`src/rtl/forex_update_ctrl.sv`:
```
// Avalon-MM front end that queues currency-graph edge updates and streams them
// to the arbitrage engine, then sequences engine runs and a done interrupt.
module forex_update_ctrl #(
  parameter int NODE_W     = 4,
  parameter int WEIGHT_W   = 32,
  parameter int FIFO_DEPTH = 8,
  parameter int AUTO_RUN   = 1
) (
  input  logic                clk,
  input  logic                reset_n,
  input  logic                chipselect,
  input  logic                write,
  input  logic                read,
  input  logic [2:0]          address,
  input  logic [31:0]         writedata,
  output logic [31:0]         readdata,
  output logic [NODE_W-1:0]   upd_src,
  output logic [NODE_W-1:0]   upd_dst,
  output logic [WEIGHT_W-1:0] upd_weight,
  output logic                upd_valid,
  input  logic                upd_ready,
  output logic                engine_start,
  input  logic                engine_done,
  output logic                irq
);

  localparam int PTR_W = (FIFO_DEPTH > 1) ? $clog2(FIFO_DEPTH) : 1;
  localparam int CNT_W = PTR_W + 1;
  localparam int ENT_W = 2*NODE_W + WEIGHT_W;

  typedef enum logic [1:0] {IDLE, DRAIN, START, WAIT} state_t;

  state_t             state;
  logic [ENT_W-1:0]   mem [FIFO_DEPTH];
  logic [PTR_W-1:0]   wr_ptr, rd_ptr;
  logic [CNT_W-1:0]   count;
  logic [NODE_W-1:0]  src_q, dst_q;
  logic               start_pending, overflow, done_flag;

  logic wr_en, rd_en, wr_src, push_req, ctrl_wr;
  logic do_start, do_clear, do_flush;
  logic empty, full, pop, push, ovf_set, last_pop;
  logic [31:0] status;

  assign wr_en    = chipselect & write;
  assign rd_en    = chipselect & read;
  assign wr_src   = wr_en && (address == 3'd0);
  assign push_req = wr_en && (address == 3'd1);
  assign ctrl_wr  = wr_en && (address == 3'd2);
  assign do_start = ctrl_wr & writedata[0];
  assign do_clear = ctrl_wr & writedata[1];
  assign do_flush = ctrl_wr & writedata[2];

  assign empty    = (count == '0);
  assign full     = (count == CNT_W'(FIFO_DEPTH));

  // Flush overrides any same-cycle pop; a full queue still accepts when a slot frees now.
  assign upd_valid = (state == DRAIN) && !empty;
  assign pop       = upd_valid && upd_ready && !do_flush;
  assign push      = push_req && !do_flush && (!full || pop);
  assign ovf_set   = push_req && !do_flush && full && !pop;
  assign last_pop  = pop && (count == CNT_W'(1)) && !push;

  assign {upd_src, upd_dst, upd_weight} = upd_valid ? mem[rd_ptr] : '0;
  assign engine_start = (state == START);
  assign irq          = done_flag;

  assign status = {16'(count), 11'b0, start_pending, overflow, done_flag,
                   (state != IDLE), full};

  always_ff @(posedge clk or negedge reset_n) begin
    if (!reset_n) begin
      wr_ptr <= '0;
      rd_ptr <= '0;
      count  <= '0;
      for (int i = 0; i < FIFO_DEPTH; i++) mem[i] <= '0;
    end else if (do_flush) begin
      wr_ptr <= '0;
      rd_ptr <= '0;
      count  <= '0;
    end else begin
      if (push) begin
        mem[wr_ptr] <= {src_q, dst_q, writedata[WEIGHT_W-1:0]};
        wr_ptr      <= wr_ptr + 1'b1;
      end
      if (pop) rd_ptr <= rd_ptr + 1'b1;
      case ({push, pop})
        2'b10:   count <= count + 1'b1;
        2'b01:   count <= count - 1'b1;
        default: count <= count;
      endcase
    end
  end

  always_ff @(posedge clk or negedge reset_n) begin
    if (!reset_n) begin
      src_q    <= '0;
      dst_q    <= '0;
      readdata <= '0;
    end else begin
      if (wr_src) begin
        src_q <= writedata[2*NODE_W-1:NODE_W];
        dst_q <= writedata[NODE_W-1:0];
      end
      if (rd_en) begin
        case (address)
          3'd0:    readdata <= status;
          3'd1:    readdata <= 32'({src_q, dst_q});
          default: readdata <= '0;
        endcase
      end
    end
  end

  always_ff @(posedge clk or negedge reset_n) begin
    if (!reset_n) begin
      state         <= IDLE;
      start_pending <= 1'b0;
      overflow      <= 1'b0;
      done_flag     <= 1'b0;
    end else begin
      case (state)
        IDLE: begin
          if (!empty)             state <= DRAIN;
          else if (start_pending) state <= START;
        end
        DRAIN: begin
          if (do_flush)
            state <= IDLE;
          else if (empty || last_pop)
            state <= ((AUTO_RUN != 0) || start_pending) ? START : IDLE;
        end
        START:   state <= WAIT;
        WAIT:    if (engine_done) state <= IDLE;
        default: state <= IDLE;
      endcase

      // A start written during START survives so the extra run is not lost.
      if (do_start)            start_pending <= 1'b1;
      else if (state == START) start_pending <= 1'b0;

      if (ovf_set)       overflow <= 1'b1;
      else if (do_clear) overflow <= 1'b0;

      if ((state == WAIT) && engine_done) done_flag <= 1'b1;
      else if (do_clear)                  done_flag <= 1'b0;
    end
  end

endmodule

```
`config.mk`:
```
export PLATFORM = sky130hd
export DESIGN_NAME = forex_update_ctrl
export DESIGN_NICKNAME = d
export VERILOG_FILES = /design/src/rtl/forex_update_ctrl.sv
export SDC_FILE = /design/constraint.sdc
export NUM_CORES = 1
export LEC_CHECK = 0
export ABC_AREA = 1
export BUFFER_PORTS_ARGS = -buffer_cell sky130_fd_sc_hd__clkbuf_2
export CORE_AREA = 2 2 161 163
export CTS_BUF_LIST = sky130_fd_sc_hd__clkbuf_2
export CTS_CLUSTER_DIAMETER = 120
export DETAILED_ROUTE_END_ITERATION = 7
export DIE_AREA = 0 0 163 165
export GPL_ROUTABILITY_DRIVEN = 1
export HOLD_SLACK_MARGIN = 0.02
export MAX_ROUTING_LAYER = met4
export PLACE_DENSITY = 0.88
export SLEW_MARGIN = 0
export SYNTH_ARGS = -nofsm -noshare
export SYNTH_HDL_FRONTEND = slang
export SYNTH_SLANG_ARGS = --single-unit
```
`constraint.sdc`:
```
create_clock -name clk -period 5.58 [get_ports clk]
set_input_delay 1.395 -clock clk [delete_from_list [all_inputs] [get_ports clk]]
set_output_delay 1.395 -clock clk [all_outputs]
set_load 0.01 [all_outputs]
```
==> summary.md <==
| Metric | Value |
|---|---|
| Status | `completed` |
| Root Driver | `clkbuf_2` |
| Synth Flop Type | `dfrtp_1` |
| CP max stage cell | `dfrtp_4` |
| Grt total ovfl | `0` |
| Full die area | `0.0269 mm²` |
| CTS Sinks | `355` |
| Clk buf depth | `3` |
| Top cells by area, synth | `dfrtp_1 52%, nand2_1 8.6%, o21ai_0 7.5%` |
| Unique cell type count in the Yosys netlist | `33` |
| Maximum VDD drop | `0.334 mV` |
| CTS tree | `done` |
| Peak Freq | `198 MHz` |
| Initial core utilization | `67.6%` |
| PortBufs | `96` |
| #FFs+latches synth | `355` |
| Pwr/cell area | `461 mW/mm²` |
| DRC viols | `0` |
| Syn_area_per_cell | `8.72 µm²` |
| Critical Path End Type | `output pin` |
| Critical-path cell list | `buf_4, o21ai_0, o21ai_0, o21ai_0, nor2_1, clkbuf_2` |
| Synth Cell Area | `0.0169 mm²` |
| Power, Total | `8180 µW` |
| Buffers and inverters on the worst path | `2` |
| FFs w/ async S/R, synth | `100%` |
| Nets | `2057` |
| Vert. Die Dim | `165 µm` |
| Gp weighted congestion | `0.847` |
| Hold EP | `mem[99]$_DFFE_PN0P_` |
| Wire length per cell | `16.9 µm` |
| Final slew viol count | `0` |
| Setup Skew | `58.8 ps` |
| Cells after synthesis | `1940` |
| Total number of vias | `14200` |
| CTS buffer count | `87` |
| Sequential-to-total area share from yosys stat | `52.5%` |
| Post-CTS Setup Inserts | `0` |
| Worst-path clk slew | `100 ps` |
| Min Tclk post-route | `5060 ps` |
| Slowest stage delay, CP | `1020 ps` |
| Type of the worst min-delay path | `register to register` |
| DP Cell Count | `2251` |
| Avg Vias per Cell | `5.96` |
| Finished Layout Cells | `2389` |
| Initial antenna violation count | `1` |
| Crit-path max FO | `80` |
| Warnings from Yosys | `0` |
| Largest net degree at the start of global routing | `103` |
| Worst setup SP type | `register` |
| Leak | `0.00860 µW` |
| Global-route wire length before repair | `67200 µm` |
| Post-CTS Hold Buffers | `0` |
| Normalized max-slew margin | `24.3%` |
| Die Wd | `163 µm` |
| Slew @ Worst Pin | `1140 ps` |
| RSZ-0062 raised after global routing | `false` |
| Max-cap violations | `0` |
| EDFF count, synth | `0` |
| Global-route usage over all layers | `32.1%` |
| Hold path cells | `2` |
| Most frequent cells after synthesis | `389 x nand2_1, 355 x dfrtp_1, 333 x nor2_1, 252 x o21ai_0, 188 x o21ai_1` |
| Hold Vio Cnt, Final | `0` |
| FP Rows | `58` |
| Final setup viols | `0` |
| Critical R2R Launch | `count[0]$_DFFE_PN0P_` |
| Synth top area share | `52.5%` |
| Pre-antenna DRT Iters | `6` |
| Drt initial violations | `1484` |
| CTS HTree Levels | `3` |
| Worst-skew pair later-pin latency | `920 ps` |
| CP most frequent cell | `o21ai_0` |
| Fin crit share | `90.6%` |
| Req. time, crit path | `4180 ps` |
| Reg2reg path depth | `11` |
| Worst path top cell family by delay | `flip-flops` |
| Synth-to-layout area growth | `4.84%` |
| Antenna viol nets, final | `0` |
| Reg2reg end | `mem[236]$_DFFE_PN0P_` |
| Fraction of layout cells with a size suffix above 1 | `17.6%` |
| Critical path type | `register to output pin` |
| Count leader, synth | `nand2_1` |
| Hold Crit Start | `mem[99]$_DFFE_PN0P_` |
| Vias in the first global route | `13900` |
| WP data arrival | `3660 ps` |
| Core Region | `0.0250 mm²` |
| CTS-repair resized insts | `0` |
| HPWL after DPL | `23100 µm` |
| TNS Setup | `0 ps` |
| Top Ports | `117` |
| Top cell type by total area after synthesis | `dfrtp_1` |
| Worst R2R Setup Slack | `2590 ps` |
| Routed WL | `40500 µm` |
==> metrics by stage <==
step	setup slack (ps)	hold slack, ps	util, %	instance area, µm²
after floorplan	2570	450	-	17000
after global placement	1590	459	67.8	17000
after detailed placement	1550	462	67.8	17000
after CTS	590	484	70.9	17700
after global routing	366	498	70.9	17700
final	522	482	70.9	17700
==> power by group <==
part           leakage (µW)  switching (µW)  internal [µW]
clock              0.000574            1000            733
sequential          0.00482             499           3110
combinational       0.00320            1820           1020
==> logic make-up (layout without fill, tap and decap cells) <==
logic type,count (synthesis),count (layout),share of synthesized area (%)
and+or+nand+nor,757,757,18.0
AOI/OAI and AO/OA,594,594,20.7
DFF,355,355,52.5
buffers and inverters,223,321,8.12
adders and majority gates,5,5,0.370
xor gates and xnor gates,5,5,0.259
other,1,22,0.0222
==> routing by layer <==
layer / wire (µm) / part of all wire [%] / GRT usage [%] / up-vias
met1: 16600 / 41 / 41.2 / 6810
met3: 3280 / 8.1 / 5.40 / 104
met5: 0 / 0 / - / -
met2: 19500 / 48 / 51.2 / 734
li1: - / - / - / 6591
met4: 1120 / 2.8 / 13.3 / 0
==> worst register-to-register path: stages, from the launching register on <==
cell and delay, ps:
dfrtp_1 430, inv_1 110, ha_1 270, nand2_2 130, nand2_4 80, nor2_8 120
nand2_4 80, nand2_4 220, nand3_4 640, buf_4 600, nand2_1 140, o21ai_2 50
==> worst max-delay path by stage <==
stage | start | endpoint | slack, ps | depth (start not counted)
final | rd_ptr[0]$_DFFE_PN0P_ | upd_weight[29] | 520 | 6
after global routing | rd_ptr[0]$_DFFE_PN0P_ | upd_dst[1] | 370 | 8
after detailed placement | rd_ptr[0]$_DFFE_PN0P_ | upd_weight[29] | 1550 | 6
after floorplan | count[0]$_DFFE_PN0P_ | upd_dst[0] | 2570 | 8
after global placement | rd_ptr[0]$_DFFE_PN0P_ | upd_dst[3] | 1590 | 8
after CTS | rd_ptr[0]$_DFFE_PN0P_ | upd_weight[29] | 590 | 6
==> registers in the layout (all words and copies together) (netlist names) <==
signal and count:
count 4, dst_q 4, irq 1, mem 320
overflow 1, rd_ptr 3, readdata 12, src_q 4
start_pending 1, state 2, wr_ptr 3
==> final cells by class <==
| cell class | instances | area (µm²) |
|---|---|---|
| diodes | 2 | 5.00 |
| clock buffers | 115 | 576 |
| clock inverters | 21 | 186 |
| fillers | 1896 | 7290 |
| inverters | 67 | 254 |
| multi-input cells | 1381 | 6740 |
| flip-flops and latches | 355 | 8890 |
| well taps | 330 | 413 |
| repair buffers | 118 | 681 |
==> cell usage in the layout (no fill, tap or decap), types with 10 or more instances in the layout <==
| cell type | count |
|---|---|
| buf_4 | 20 |
| clkbuf_2 | 210 |
| clkinv_1 | 12 |
| conb_1 | 20 |
| dfrtp_1 | 352 |
| inv_1 | 64 |
| nand2_1 | 389 |
| nand3_1 | 10 |
| nor2_1 | 333 |
| o21ai_0 | 252 |
| o21ai_1 | 188 |
| o21ai_2 | 97 |
| o32ai_1 | 40 |
Power figures use the tool's default switching activity.
